$ cat config.mk
export PLATFORM = sky130hd
export DESIGN_NAME = fetch_ctrl
export DESIGN_NICKNAME = d
export VERILOG_FILES = /design/src/rtl/fetch_ctrl.sv
export SDC_FILE = /design/constraint.sdc
export NUM_CORES = 1
export LEC_CHECK = 0
export CORE_MARGIN = 2
export CORE_UTILIZATION = 25
export CTS_BUF_LIST = sky130_fd_sc_hd__clkbuf_8
export CTS_CLUSTER_DIAMETER = 50
export DETAILED_ROUTE_END_ITERATION = 10
export GPL_ROUTABILITY_DRIVEN = 0
export GPL_TIMING_DRIVEN = 0
export SLEW_MARGIN = 20
export SYNTH_ARGS = -nofsm -noshare
export SYNTH_HDL_FRONTEND = slang
export SYNTH_SLANG_ARGS = --single-unit
$ cat constraint.sdc
create_clock -name clk -period 2.35 [get_ports clk]
set_input_delay 0.47 -clock clk [delete_from_list [all_inputs] [get_ports clk]]
set_output_delay 0.47 -clock clk [all_outputs]
set_load 0.03 [all_outputs]
$ cat src/rtl/fetch_ctrl.sv
`default_nettype none
// ============================================================================
// Module      : fetch_ctrl
// Description : Instruction-fetch sequencer for the CPU front end.
//               Owns the program counter and keeps at most one fetch in
//               flight on a req/gnt + rvalid instruction-memory interface.
//               Each returned word lands in a one-entry valid/ready buffer
//               that feeds decode. Stall and branch redirect are applied
//               here, and a fetch made stale by a redirect is squashed.
// Ports       : clk, rst (sync, active-low)
//               stall, redirect, redirect_pc      - pipeline control
//               imem_req/addr/gnt/rvalid/rdata    - instruction memory
//               if_valid/inst/pc, if_ready        - decode handshake
//               pc                                - next fetch address
// Revision    : 1.0 - initial release
// ============================================================================
module fetch_ctrl #(
  parameter int                ADDR_W   = 32,
  parameter int                DATA_W   = 32,
  parameter logic [ADDR_W-1:0] RESET_PC = '0
) (
  input  logic              clk,
  input  logic              rst,
  input  logic              stall,
  input  logic              redirect,
  input  logic [ADDR_W-1:0] redirect_pc,
  output logic              imem_req,
  output logic [ADDR_W-1:0] imem_addr,
  input  logic              imem_gnt,
  input  logic              imem_rvalid,
  input  logic [DATA_W-1:0] imem_rdata,
  output logic              if_valid,
  output logic [DATA_W-1:0] if_inst,
  output logic [ADDR_W-1:0] if_pc,
  input  logic              if_ready,
  output logic [ADDR_W-1:0] pc
);

  localparam logic [ADDR_W-1:0] c_PC_STEP = ADDR_W'(4);

  typedef enum logic [1:0] {
    S_IDLE  = 2'd0,
    S_FETCH = 2'd1,
    S_WAIT  = 2'd2
  } state_t;

  state_t              r_state;
  logic [ADDR_W-1:0]   r_pc;
  logic [ADDR_W-1:0]   r_fetch_addr;  // address of the fetch in flight
  logic                r_discard;     // in-flight fetch was made stale by a redirect
  logic                r_if_valid;
  logic [DATA_W-1:0]   r_if_inst;
  logic [ADDR_W-1:0]   r_if_pc;

  logic                w_req;
  logic                w_transfer;

  // A new fetch may only be issued when the buffer will have room for its
  // result: either it is empty or decode is draining it this cycle.
  assign w_req      = (r_state == S_FETCH) && !stall && !redirect &&
                      (!r_if_valid || if_ready);
  assign w_transfer = r_if_valid && if_ready;

  assign imem_req  = w_req;
  assign imem_addr = r_pc;
  assign if_valid  = r_if_valid;
  assign if_inst   = r_if_inst;
  assign if_pc     = r_if_pc;
  assign pc        = r_pc;

  always_ff @(posedge clk) begin
    if (!rst) begin
      r_state      <= S_IDLE;
      r_pc         <= RESET_PC;
      r_fetch_addr <= '0;
      r_discard    <= 1'b0;
      r_if_valid   <= 1'b0;
      r_if_inst    <= '0;
      r_if_pc      <= '0;
    end else begin
      // Drain first; a reload later in this block overrides the clear.
      if (w_transfer) begin
        r_if_valid <= 1'b0;
      end

      case (r_state)
        S_IDLE: begin
          r_state <= S_FETCH;
        end

        S_FETCH: begin
          if (redirect) begin
            r_pc       <= redirect_pc;
            r_if_valid <= 1'b0;
          end else if (w_req && imem_gnt) begin
            r_fetch_addr <= r_pc;
            r_pc         <= r_pc + c_PC_STEP;
            r_state      <= S_WAIT;
          end
        end

        S_WAIT: begin
          if (redirect) begin
            r_pc       <= redirect_pc;
            r_if_valid <= 1'b0;
            if (imem_rvalid) begin
              // Stale word arrives together with the redirect: drop it now.
              r_discard <= 1'b0;
              r_state   <= S_FETCH;
            end else begin
              r_discard <= 1'b1;
            end
          end else if (imem_rvalid) begin
            if (r_discard) begin
              r_discard <= 1'b0;
            end else begin
              r_if_inst  <= imem_rdata;
              r_if_pc    <= r_fetch_addr;
              r_if_valid <= 1'b1;
            end
            r_state <= S_FETCH;
          end
        end

        default: begin
          r_state <= S_IDLE;
        end
      endcase
    end
  end

endmodule
`default_nettype wire

==> flow_summary_export.csv <==
group,metric,value,unit
timing,finalSetupViolations,0,
min_path,holdPathEnd,"if_pc[9]",
timing,hold_viol,0,
power,p_switching,2.817,mW
clocking,clkSinkCount,132,
timing,fmax,437.3,MHz
floorplanning,die_w,158.3,um
global_route,grt_pass1_vias,5693,
layout,layout_common_cells,"nand2_1 (236), clkdlybuf4s50_1 (198), dfxtp_1 (121)",
layout,drive_gt1_share,11.90,%
setup_path,r2r_start,"r_state[0]",
global_route,grt_overflow,0,
power,peakVddDrop,0.3829,mV
setup_path,required,1.88,ns
run_status,status,"finished, final reports clean",
logic_synthesis,ys_seq_area_share,44.38,%
timing,tightest_slew,0.6309,ns
floorplanning,core_area,23400,um2
power,power,7.385,mW
floorplanning,rows,56,
global_route,grt_max_degree,17,
power,clockPowerShare,25.6,%
logic_synthesis,async_flop_share,0,%
timing,clock_skew,0.008282,ns
detailed_routing,wl_per_cell,16.07,um
detailed_routing,wirelength,21220,um
power,p_int,4.568,mW
logic_synthesis,syn_area_per_cell,7.784,um2
floorplanning,die_h,158.3,um
timing,finalCriticalPeriod,2.287,ns
logic_synthesis,synth_cell_type_count,60,
flow_run,cap_violations,0,
setup_path,reg2reg_to,"imem_addr[18]",
power,pwr_density_cell,835.5,nW/um2
logic_synthesis,syn_area,5954,um2
logic_synthesis,postSynthCellCount,765,
detailed_routing,via_per_inst,4.658,
global_route,grt_pass1_wl,31620,um
layout,final_common_cell,"nand2_1",
clocking,root_buffer,"clkbuf_8",
clocking,tritoncts,"built",
logic_synthesis,synthFlopType,"dfxtp_1",
min_path,hold_depth,2,
global_route,antenna_found_initial,3,
layout,multiInputGateArea,2888,um2
global_route,grt_usage,16.67,%
setup_path,rrSetupSlack,0.12,ns
logic_synthesis,yosys_warnings,0,
detailed_routing,routed-via-count,6149,
setup_path,r2r_cells,9,
detailed_routing,dr.pass1.iters,5,
power,swShare,38.15,%
detailed_routing,drc,0,
clocking,cts_hold_buf,0,
timing,maxSlewViolCount,0,
detailed_routing,drt_iter0_markers,468,
detailed_routing,drtAntennaViolNets,0,
setup_path,path_class,"register to primary output",
place,port_buffers,199,
power,seq_power_share,37.6,%
power,power_leakage,3.052,nW
place,hpwl,15770,um
setup_path,critPathLaunchType,"register",
timing,min_period_over_period,97.31,%
logic_synthesis,synth_edf_count,0,
clocking,ctsHtreeMaxLevel,4,
setup_path,cp.arrival,1.82,ns
timing,fin_setup_tns,0,ns
clocking,clockBufferDepth,2,
clocking,cts_buffers,17,
logic_synthesis,syn_nets,841,
clocking,clk_latency,0.46,ns
layout,fillers,2511,
power,combinationalPowerShare,36.7,%
floorplanning,die_area,25070,um2
setup_path,worstSetupEndpointType,"primary output",
logic_synthesis,ys_ff_latch,132,
floorplanning,io_pins,201,
min_path,hold_path_class,"register to register",
floorplanning,start_util,25.44,%
layout,nets,1063,
timing,relSlewSlack,57.94,%
min_path,min_from,"r_fetch_addr[9]",
layout,syn_to_final_growth,48.43,%
clocking,cts.clk_slew.worst_paths,0.08,ns
layout,regArea,2656,um2
setup_path,path_max_fanout,9,
[cell families after synthesis]
kind of cell    count (synthesis)  synth area share, %
compound gates                187                19.98
fa+ha+maj                       5                1.051
buf+inv                        88                7.796
flops                         132                44.38
mux                             2               0.3362
simple gates                  351                26.45
[per-stage QoR]
step                      hold WS (ns)  worst slack, ns  std cells  util, %  area [um2]
after CTS                       0.4465         -0.02841       1314    37.33        8737
after floorplan                 0.4322          0.01411        765        -        5954
after global routing            0.4669         -0.01309       1320    37.77        8838
final                           0.4497          0.06324       1320    37.77        8838
after detailed placement        0.4417          -0.3822       1283    35.66        8346
after global placement          0.4402          -0.2810       1283    35.66        8346
[how the worst max path moves through the flow]
stage | from | end | cells after the start
2_1_floorplan | r_state[1] | r_state[0] | 7
3_3_place_gp | redirect | imem_req | 4
3_5_place_dp | redirect | imem_addr[17] | 6
4_1_cts | r_state[0] | imem_addr[9] | 10
5_1_grt | r_state[0] | imem_addr[27] | 8
6_report | imem_addr[4] | pc[4] | 2
[power by group through the flow]
stage	registers, mW	clock network [mW]	logic (mW)
after floorplan	3.01	0	1.30
after global placement	2.81	0	2.58
after detailed placement	2.82	0	2.59
after CTS	2.77	1.93	2.61
after global routing	2.82	2.05	2.90
final	2.78	1.89	2.71
[final cells by class]
type                            instances  share of cell area, %
Sequential cell                       132                  30.05
Clock inverter                         14                  1.571
Buffer                                 82                  5.238
Tap cell                              319                  4.516
Clock buffer                           18                  2.803
Timing Repair Buffer                  204                  22.90
Multi-Input combinational cell        545                  32.67
Antenna cell                            1                0.02831
Inverter                                5                 0.2123
[sequential cells by signal (all words and copies together) (netlist names)]
signal,count
if_pc,32
r_discard,1
r_fetch_addr,32
if_valid,1
if_inst,32
r_state,2
imem_addr,32
[worst max-delay path, stage by stage (launching register included)]
cell	delay, ns
dfxtp_1	0.52
buf_4	0.17
clkdlybuf4s50_1	0.67
[synthesized netlist by cell type, types with 5 or more instances]
master | count | area, um2
dfxtp_1 | 132 | 2643
a22oi_1 | 7 | 52.55
o21ai_0 | 23 | 115.1
ha_1 | 5 | 62.56
buf_1 | 5 | 18.77
nor3_1 | 13 | 65.06
a211oi_1 | 5 | 37.54
a31oi_1 | 5 | 31.28
nand2b_1 | 5 | 31.28
nor2_1 | 28 | 105.1
nand3_1 | 20 | 100.1
clkbuf_1 | 37 | 138.9
a21oi_1 | 71 | 355.3
nand4_1 | 7 | 43.79
buf_2 | 7 | 35.03
a21boi_0 | 44 | 330.3
nand2_1 | 237 | 889.6
buf_4 | 33 | 247.7
and3_1 | 9 | 56.30
[what timing repair did]
item | CTS | global route
gates resized for setup | 9 | 37
endpoints found under the setup margin | 70 | 121
pin swaps | 0 | 2
setup buffers | 0 | 5
[per-layer routing]
layer	routed length [um]	track usage [%]	vias to the layer above	share of wire (%)
met5	11	0	-	0.052
met4	588	6.607	2	2.8
met3	1330	4.573	44	6.3
met2	9845	26.94	208	46
met1	9442	21.11	2865	44
li1	-	-	3030	-
(Power assumes the default switching activity.)
